**config.mk**
```make
export PLATFORM = sky130hd
export DESIGN_NAME = sdram_call_scheduler
export DESIGN_NICKNAME = d
export VERILOG_FILES = /design/src/rtl/sdram_sched_pkg.sv /design/src/rtl/sdram_ref_timer.sv /design/src/rtl/sdram_call_scheduler.sv
export SDC_FILE = /design/constraint.sdc
export NUM_CORES = 1
export LEC_CHECK = 0
export BUFFER_PORTS_ARGS = -buffer_cell sky130_fd_sc_hd__buf_2
export CAP_MARGIN = 20
export CORE_MARGIN = 4
export CORE_UTILIZATION = 50
export DETAILED_ROUTE_END_ITERATION = 12
export GPL_TIMING_DRIVEN = 0
export HOLD_SLACK_MARGIN = 0.06
export MAX_ROUTING_LAYER = met4
export PLACE_DENSITY = 0.83
export SETUP_SLACK_MARGIN = 0.2
export SYNTH_ARGS = -nofsm -noshare
export SYNTH_HDL_FRONTEND = slang
export SYNTH_SLANG_ARGS = --single-unit
```
**constraint.sdc**
```tcl
create_clock -name clk -period 1.4 [get_ports clk]
set_input_delay 0.14 -clock clk [delete_from_list [all_inputs] [get_ports clk]]
set_output_delay 0.14 -clock clk [all_outputs]
set_load 0.02 [all_outputs]
```
**src/rtl/sdram_sched_pkg.sv**
```systemverilog
// Shared types and index constants for the SDRAM call scheduler and its refresh timer.
package sdram_sched_pkg;

    typedef enum logic [2:0] {
        S_INIT      = 3'd0,
        S_INIT_WAIT = 3'd1,
        S_IDLE      = 3'd2,
        S_REF       = 3'd3,
        S_WR        = 3'd4,
        S_RD        = 3'd5
    } state_e;

    localparam int CALL_INIT = 0;
    localparam int CALL_REF  = 1;
    localparam int CALL_WR   = 2;
    localparam int CALL_RD   = 3;

    localparam int REQ_WR = 0;
    localparam int REQ_RD = 1;

endpackage

```
**src/rtl/sdram_ref_timer.sv**
```systemverilog
// Free-running refresh interval timer with pending and sticky late flags.
module sdram_ref_timer #(
    parameter int REF_INTERVAL = 780
) (
    input  logic clk,
    input  logic rst_n,
    input  logic run_i,
    input  logic clr_i,
    output logic pend_o,
    output logic late_o
);

    localparam int CW = $clog2(REF_INTERVAL);
    localparam logic [CW-1:0] LAST = CW'(REF_INTERVAL - 1);

    logic [CW-1:0] cnt_q, cnt_d;
    logic          pend_q, pend_d;
    logic          late_q, late_d;
    logic          expire;

    always_comb begin
        expire = run_i && (cnt_q == LAST);
        cnt_d  = cnt_q;
        pend_d = pend_q;
        late_d = late_q;
        if (run_i) begin
            cnt_d = expire ? '0 : cnt_q + 1'b1;
        end
        // A new expiry wins over the clear, so a same-cycle issue leaves a fresh request
        if (expire) begin
            pend_d = 1'b1;
            if (pend_q && !clr_i) begin
                late_d = 1'b1;
            end
        end else if (clr_i) begin
            pend_d = 1'b0;
        end
    end

    always_ff @(posedge clk or negedge rst_n) begin
        if (!rst_n) begin
            cnt_q  <= '0;
            pend_q <= 1'b0;
            late_q <= 1'b0;
        end else begin
            cnt_q  <= cnt_d;
            pend_q <= pend_d;
            late_q <= late_d;
        end
    end

    assign pend_o = pend_q;
    assign late_o = late_q;

endmodule

```
**src/rtl/sdram_call_scheduler.sv**
```systemverilog
// SDRAM top-level sequencer: init, refresh and round-robin write/read calls to one command engine.
// Define SDRAM_SCHED_TIMEOUT_EN to add a per-call watchdog and the sticky oTimeout output.
module sdram_call_scheduler
    import sdram_sched_pkg::*;
#(
    parameter int REF_INTERVAL = 780
`ifdef SDRAM_SCHED_TIMEOUT_EN
    , parameter int TIMEOUT_CYC = 4096
`endif
) (
    input  logic       clk,
    input  logic       rst_n,
    input  logic [1:0] iCall,
    input  logic       iDone,
    output logic [1:0] oDone,
    output logic [3:0] oCall,
    output logic       oRefLate,
    output logic       oBusy
`ifdef SDRAM_SCHED_TIMEOUT_EN
    , output logic     oTimeout
`endif
);

    state_e     state_q, state_d;
    logic [3:0] call_q, call_d;
    logic [1:0] done_q, done_d;
    logic       busy_q, busy_d;
    logic       rr_q, rr_d;
    logic       ref_pend, ref_clr, timer_run, call_end;

    assign timer_run = (state_q != S_INIT) && (state_q != S_INIT_WAIT);

    sdram_ref_timer #(.REF_INTERVAL(REF_INTERVAL)) u_ref_timer (
        .clk    (clk),
        .rst_n  (rst_n),
        .run_i  (timer_run),
        .clr_i  (ref_clr),
        .pend_o (ref_pend),
        .late_o (oRefLate)
    );

`ifdef SDRAM_SCHED_TIMEOUT_EN
    localparam int WW = $clog2(TIMEOUT_CYC + 1);
    localparam logic [WW-1:0] WD_LAST = WW'(TIMEOUT_CYC - 1);

    logic [WW-1:0] wd_q, wd_d;
    logic          tmo_q, tmo_d;
    logic          call_active, wd_expire;

    // Counter is zero whenever no call is outstanding, so each new call starts from zero
    always_comb begin
        call_active = (state_q == S_INIT_WAIT) || (state_q == S_REF) ||
                      (state_q == S_WR) || (state_q == S_RD);
        wd_expire   = call_active && !iDone && (wd_q == WD_LAST);
        wd_d        = call_active ? wd_q + 1'b1 : '0;
        tmo_d       = tmo_q | wd_expire;
        call_end    = iDone | wd_expire;
    end

    always_ff @(posedge clk or negedge rst_n) begin
        if (!rst_n) begin
            wd_q  <= '0;
            tmo_q <= 1'b0;
        end else begin
            wd_q  <= wd_d;
            tmo_q <= tmo_d;
        end
    end

    assign oTimeout = tmo_q;
`else
    assign call_end = iDone;
`endif

    always_comb begin
        state_d = state_q;
        call_d  = call_q;
        done_d  = '0;
        rr_d    = rr_q;
        ref_clr = 1'b0;
        unique case (state_q)
            S_INIT: begin
                call_d            = '0;
                call_d[CALL_INIT] = 1'b1;
                state_d           = S_INIT_WAIT;
            end
            S_INIT_WAIT: begin
                if (call_end) begin
                    call_d  = '0;
                    state_d = iDone ? S_IDLE : S_INIT;
                end
            end
            S_IDLE: begin
                call_d = '0;
                if (ref_pend) begin
                    call_d[CALL_REF] = 1'b1;
                    ref_clr          = 1'b1;
                    state_d          = S_REF;
                end else if (iCall[REQ_WR] && (!iCall[REQ_RD] || !rr_q)) begin
                    call_d[CALL_WR] = 1'b1;
                    rr_d            = 1'b1;
                    state_d         = S_WR;
                end else if (iCall[REQ_RD]) begin
                    call_d[CALL_RD] = 1'b1;
                    rr_d            = 1'b0;
                    state_d         = S_RD;
                end
            end
            S_REF, S_WR, S_RD: begin
                if (call_end) begin
                    call_d         = '0;
                    state_d        = S_IDLE;
                    done_d[REQ_WR] = (state_q == S_WR);
                    done_d[REQ_RD] = (state_q == S_RD);
                end
            end
            default: begin
                call_d  = '0;
                state_d = S_INIT;
            end
        endcase
        busy_d = (call_d != '0) || (state_d == S_INIT) || (state_d == S_INIT_WAIT);
    end

    always_ff @(posedge clk or negedge rst_n) begin
        if (!rst_n) begin
            state_q <= S_INIT;
            call_q  <= '0;
            done_q  <= '0;
            busy_q  <= 1'b1;
            rr_q    <= 1'b0;
        end else begin
            state_q <= state_d;
            call_q  <= call_d;
            done_q  <= done_d;
            busy_q  <= busy_d;
            rr_q    <= rr_d;
        end
    end

    assign oCall = call_q;
    assign oDone = done_q;
    assign oBusy = busy_q;

endmodule

```
==> results.json, run 1 <==
{
  "status": "complete, but fails checks",
  "violations": "setup timing",
  "first_pass_iters": 4,
  "switching_share_pct": 39.2,
  "clk_latency_ns": 0.31,
  "wl_per_cell_um": 16.2,
  "drtIter0Drc": 20,
  "combPwrFrac_pct": 55.2,
  "clockBufferDepth": 2,
  "drive_gt1_share_pct": 45.6,
  "nFillCells": 127,
  "drv_slew": 0,
  "fin_cells": 163,
  "powerDensity_nw_per_um2": 1960,
  "drc": 0,
  "setup_ws_ns": -0.0645,
  "rows": 16,
  "fin_crit_sh_pct": 105,
  "nets": 143,
  "endpoint_kind": "register",
  "worstSetupPathType": "register to register",
  "hold_viol_final": 0,
  "pwr-share-clk_pct": 10.0,
  "clkSinkCount": 23,
  "antenna_found_initial": 0,
  "ys_types": 37,
  "p_seq_share_pct": 34.8,
  "vdd_ir_drop_max_mv": 1.39,
  "rsz0062_at_grt": "true",
  "syn_avg_cell_area_um2": 11.1,
  "finalCriticalPeriod_ns": 1.46,
  "syn_to_final_growth_pct": 38.0,
  "netlist_area_um2": 1130,
  "n_antenna_cell": 0,
  "startpoint_type": "register",
  "setup_viol": 5,
  "dpl.cell_count": 141,
  "core_area_um2": 2060,
  "power.leakage_nw": 0.699,
  "drv_cap": 0,
  "critical_path_required_ns": 1.62,
  "netlist_instances": 102,
  "ys_seq_elements": 23,
  "switching_power_w": 0.00120,
  "port_buffers": 12,
  "final_antenna_net_count": 0,
  "timing.fmax_mhz": 683,
  "start_util_pct": 54.9,
  "synth.net_count": 108,
  "grt_start_max_net_pins": 24,
  "grt_first_pass_wirelength_um": 4180,
  "hold_class": "primary input to register",
  "post-route-util_pct": 75.8,
  "maxSlewHeadroom_pct": 66.2,
  "root_buffer": "clkbuf_4",
  "htreeDepth": 1,
  "fin_skew_ns": 0.00743,
  "wirelength_um": 2650,
  "die-area_um2": 3090,
  "pin_count": 13,
  "cts_tree": "built",
  "grt.total_usage_pct": 17.0,
  "mostFrequentLayoutCell": "dfrtp_1",
  "path_clk_slew_ns": 0.12,
  "dp_hpwl_um": 1410,
  "dieWidth_um": 55.6,
  "synth_seq_area_share_pct": 50.9,
  "tightest_slew_ns": 0.507,
  "grt-ovfl-total": 0,
  "grt_pass1_vias": 940,
  "numCtsBuffers": 3,
  "vias_per_cell": 5.77,
  "fp.dieH_um": 55.6,
  "place_congestion": 0.800,
  "cp_max_fo": 6,
  "yosysWarnings": 0,
  "layout_common_cells": "18 x dfrtp_1, 12 x buf_2, 11 x buf_4, 7 x nand2_1",
  "num_vias": 941,
  "p_int_w": 0.00186,
  "total_power_w": 0.00307,
  "arrival_ns": 1.68
}
-- kinds of logic (layout without fill, tap and decap cells) --
logic type / Yosys count / count (layout) / share of synthesized area, %
compound gates: 28 / 28 / 17.8
xor+xnor: 7 / 7 / 5.41
fa+ha+maj: 1 / 1 / 1.10
buf+inv: 8 / 42 / 3.32
flops: 23 / 23 / 50.9
simple gates: 35 / 35 / 21.4
-- power groups by stage --
| stage | Sequential, W | Combinational [W] | Clock (W) |
|---|---|---|---|
| 2_1_floorplan | 0.00112 | 0.000637 | 0 |
| 3_3_place_gp | 0.00109 | 0.000866 | 0 |
| 3_5_place_dp | 0.00111 | 0.000890 | 0 |
| 4_1_cts | 0.00105 | 0.00138 | 0.000310 |
| 5_1_grt | 0.00109 | 0.00181 | 0.000338 |
| 6_report | 0.00107 | 0.00169 | 0.000306 |
-- per-stage QoR --
stage	instance area, µm²	hold slack [ns]	setup slack, ns	setup TNS (ns)
floorplan	1140	-0.156	0.0308	0
global placement	1230	0.131	-0.0955	-0.425
detailed placement	1230	0.137	-0.126	-0.621
CTS	1460	0.0892	-0.00589	-0.00668
global route	1560	0.111	-0.120	-0.908
finish	1560	0.116	-0.0645	-0.118
-- worst max-delay path: stages, from the launching register on --
cell       delay, ns
dfrtp_2         0.47
buf_12          0.14
nor4bb_4        0.04
or3_4           0.41
a211oi_2        0.16
o2111ai_1       0.16
-- worst paths after layout --
kind	from	end	slack, ns	cells after the start
max in group asynchronous	rst_n	state_q[1]	0.71	2
worst max register to register	state_q[2]	oBusy	-0.06	5
min in group asynchronous	rst_n	u_ref_timer.cnt_q[4]	0.31	2
worst min register to register	u_ref_timer.late_o	u_ref_timer.late_o	0.50	1
worst max-delay path	state_q[2]	oBusy	-0.06	5
worst min-delay path	iCall[1]	rr_q	0.12	2
-- registers in the layout, summed over array words and instances (netlist names) --
name and flops:
oCall 4, oDone 2, oBusy 1, u_ref_timer.pend_o 1
state_q 3, u_ref_timer.cnt_q 10, u_ref_timer.late_o 1, rr_q 1
-- cells in the mapped netlist, drive strengths merged --
cell type,number,area [µm²]
a32oi,1,8.76
and2b,1,7.51
xor2,2,17.5
o211a,1,10.0
inv,5,18.8
clkbuf,2,7.51
nor4bb,3,30.0
nand2,7,26.3
dfrtp,22,551
ha,1,12.5
o2111ai,3,43.8
dfstp,1,26.3
a21oi,3,15.0
nand2b,3,18.8
a211oi,2,15.0
nor4,2,42.5
and3,1,6.26
o22a,1,8.76
and4b,1,10.0
xnor2,5,43.8
nor3,1,5.00
buf,1,11.3
o21a,1,7.51
a21o,2,15.0
o21ai,11,55.1
or2b,1,7.51
nand4,3,18.8
a31oi,1,6.26
or3,3,18.8
nor4b,1,15.0
nor2,7,28.8
o21bai,1,7.51
o311ai,1,8.76
nor3b,1,7.51
-- routing by layer --
layer | track usage (%) | vias to the layer above | part of all wire (%)
li1 | - | 442 | -
met1 | 23.3 | 444 | 44
met2 | 25.2 | 51 | 47
met3 | 2.78 | 4 | 7.4
met4 | 6.60 | 0 | 1.4
met5 | - | - | 0
-- final cells by class --
type	count	area [µm²]	share of cell area, %
buffer	3	31.3	2.00
clock buffer	4	26.3	1.68
inverter	5	18.8	1.20
multi-input combinational	71	617	39.5
sequential	23	582	37.2
tap	27	33.8	2.16
timing repair buffer	30	254	16.3
-- repair_timing --
item | 4_1_cts | 5_1_grt
cloned | 1 | 0
setup endpoints to repair | 19 | 22
buffers inserted | 11 | 5
hold buffers | 1 | 0
resized for setup | 20 | 16
pin swaps | 10 | 7
hold endpoints to repair | 22 | 0
(Power assumes the default switching activity.)
==> run 2: changes to the inputs <==
ABC_AREA = 1   (was unset)
CAP_MARGIN = unset   (was 20)
CORE_UTILIZATION = 51   (was 50)
PLACE_DENSITY = 0.84   (was 0.83)
==> results.json, run 2 <==
{
  "status": "completed",
  "switching_share_pct": 45.3,
  "clockBufferDepth": 2,
  "n_antenna_cell": 0,
  "layout_common_cells": "34 x nand2_1, 20 x dfrtp_1, 16 x inv_1, 14 x nor2_1, 13 x buf_4",
  "ys_top_cells_by_count": "38 x nand2_1, 22 x dfrtp_1, 22 x inv_1",
  "synth.most_common_cell": "nand2_1",
  "switching_power_w": 0.00140,
  "grt_first_pass_wirelength_um": 4620,
  "vdd_ir_drop_max_mv": 1.38,
  "grt_pass1_vias": 1134,
  "dieWidth_um": 55.9,
  "ys_seq_elements": 23,
  "worstSetupPathType": "register to register",
  "port_buffers": 12,
  "regMostFlops": "u_ref_timer.cnt_q",
  "cp_max_fo": 3,
  "antenna_found_initial": 0,
  "setup_tns_ns": 0,
  "hold_viol_final": 0,
  "start_util_pct": 53.5,
  "drtIter0Drc": 40,
  "nFillCells": 150,
  "critical_path_required_ns": 1.60,
  "die-area_um2": 3130,
  "synth_edf_count": 0,
  "drv_cap": 0,
  "busiest_layer": "met2",
  "synth_seq_area_share_pct": 49.2,
  "cts_tree": "built",
  "drv_slew": 0,
  "powerDensity_nw_per_um2": 2040,
  "pin_count": 13,
  "grt.total_usage_pct": 18.8,
  "use_met2_pct": 32.1,
  "place_congestion": 0.890,
  "p_int_w": 0.00170,
  "maxSlewHeadroom_pct": 66.0,
  "startpoint_type": "register",
  "arrival_ns": 1.51,
  "pwr-share-clk_pct": 9.8,
  "setup_viol": 0,
  "num_vias": 1133,
  "hold_class": "primary input to register",
  "rows": 17,
  "combPwrFrac_pct": 55.3,
  "fp.dieH_um": 55.9,
  "grt-ovfl-total": 0,
  "dp_hpwl_um": 1810,
  "synthFlopType": "dfrtp_1",
  "p_seq_share_pct": 34.8,
  "synth_top_cell_by_area": "dfrtp_1",
  "nets": 189,
  "grt_start_max_net_pins": 24,
  "rsz0062_at_grt": "true",
  "synth.area.top_cells": "dfrtp_1 47%, nand2_1 12%, inv_1 7.0%",
  "synth.net_count": 156,
  "largest_reg_flops": 10,
  "wl_per_cell_um": 13.4,
  "final_antenna_net_count": 0,
  "tightest_slew_ns": 0.510,
  "synth_top_area_share_pct": 47.0,
  "htreeDepth": 1,
  "first_pass_iters": 4,
  "regArea_um2": 579,
  "grt_util_met3_pct": 3.25,
  "clk_latency_ns": 0.31,
  "core_area_um2": 2190,
  "ys_types": 22,
  "mostFrequentLayoutCell": "nand2_1",
  "drive_gt1_share_pct": 35.2,
  "fin_skew_ns": 0.00265,
  "timing.fmax_mhz": 766,
  "root_buffer": "clkbuf_4",
  "drc": 0,
  "endpoint_kind": "register",
  "netlist_area_um2": 1170,
  "numCtsBuffers": 3,
  "finalCriticalPeriod_ns": 1.31,
  "power.leakage_nw": 0.784,
  "hold_slack_ns": 0.109,
  "syn_to_final_growth_pct": 29.5,
  "postSynth.asyncResetShare_pct": 100,
  "use_met1_pct": 21.4,
  "multiInputGateArea_um2": 594,
  "path_clk_slew_ns": 0.13,
  "netlist_instances": 150,
  "yosysWarnings": 0,
  "fin_crit_sh_pct": 93.3,
  "wirelength_um": 2820,
  "syn_avg_cell_area_um2": 7.82,
  "clkSinkCount": 23,
  "vias_per_cell": 5.40,
  "total_power_w": 0.00310
}
run 2: cell count changes after synthesis, moves of 3 or more:
cell      delta
nand2_1     +31
inv_1       +17
nand3_1     +15
nor2_1      +13
xnor2_1      -5
nand2b_1     -3
nor4bb_1     -3
or3_1        -3
run 2: area by class of cell:
cell class	instances	area share [%]
Clock buffer	3	1.48
Clock inverter	1	0.330
Inverter	23	6.02
Multi-Input combinational cell	104	39.2
Sequential cell	23	38.2
Tap cell	28	2.31
Timing Repair Buffer	28	12.5
run 2: path summary, 6_finish.rpt:
check                                          start                    to  slack, ns  cells after the start
worst max-delay path            u_ref_timer.cnt_q[0]  u_ref_timer.cnt_q[3]       0.09                      5
worst min-delay path                           iDone              oDone[1]       0.11                      3
worst max register to register  u_ref_timer.cnt_q[0]  u_ref_timer.cnt_q[3]       0.09                      5
worst min register to register    u_ref_timer.late_o    u_ref_timer.late_o       0.49                      1
max in group asynchronous                      rst_n            state_q[0]       0.71                      2
min in group asynchronous                      rst_n  u_ref_timer.cnt_q[6]       0.32                      2
run 2: routing by layer:
metal | vias to the layer above | wire length, µm
li1 | 542 | -
met1 | 519 | 1210
met2 | 62 | 1340
met3 | 10 | 194
met4 | 0 | 69
met5 | - | 0
run 2: worst max-delay path, cell delays in order (launching register included):
cell	delay [ns]
dfrtp_1	0.44
ha_4	0.18
nand2_4	0.06
buf_4	0.15
nor3_1	0.27
a21oi_2	0.11
run 2: kinds of logic after synthesis:
logic type                 count (synthesis)  share of synthesized area [%]
DFF                                       23                           49.2
xor gates and xnor gates                   3                           2.24
buffers and inverters                     23                           7.58
AOI/OAI and AO/OA                         18                           8.75
adders and majority gates                  1                           1.07
and+or+nand+nor                           82                           31.2
run 2: power by group through the flow:
| stage | combinational (W) | clock [W] | sequential, W |
|---|---|---|---|
| after global routing | 0.00187 | 0.000351 | 0.00111 |
| after floorplan | 0.000752 | 0 | 0.00107 |
| after CTS | 0.00143 | 0.000317 | 0.00103 |
| after detailed placement | 0.00105 | 0 | 0.00105 |
| after global placement | 0.00101 | 0 | 0.00104 |
| final | 0.00172 | 0.000305 | 0.00108 |
run 2: what timing repair did:
item	in CTS	in global routing
pin swaps	9	9
setup endpoints to repair	18	19
setup buffers	13	2
hold buffers	1	0
gates resized for setup	11	23
hold endpoints to repair	22	0
run 2: per-stage QoR:
stage	setup WS (ns)	cell area, µm²	std cells	util, %
floorplan	0.217	1180	150	-
global placement	0.113	1270	190	58.1
detailed placement	0.0731	1270	190	58.1
CTS	0.124	1440	208	65.7
global route	0.0528	1520	210	69.3
finish	0.0941	1520	210	69.3
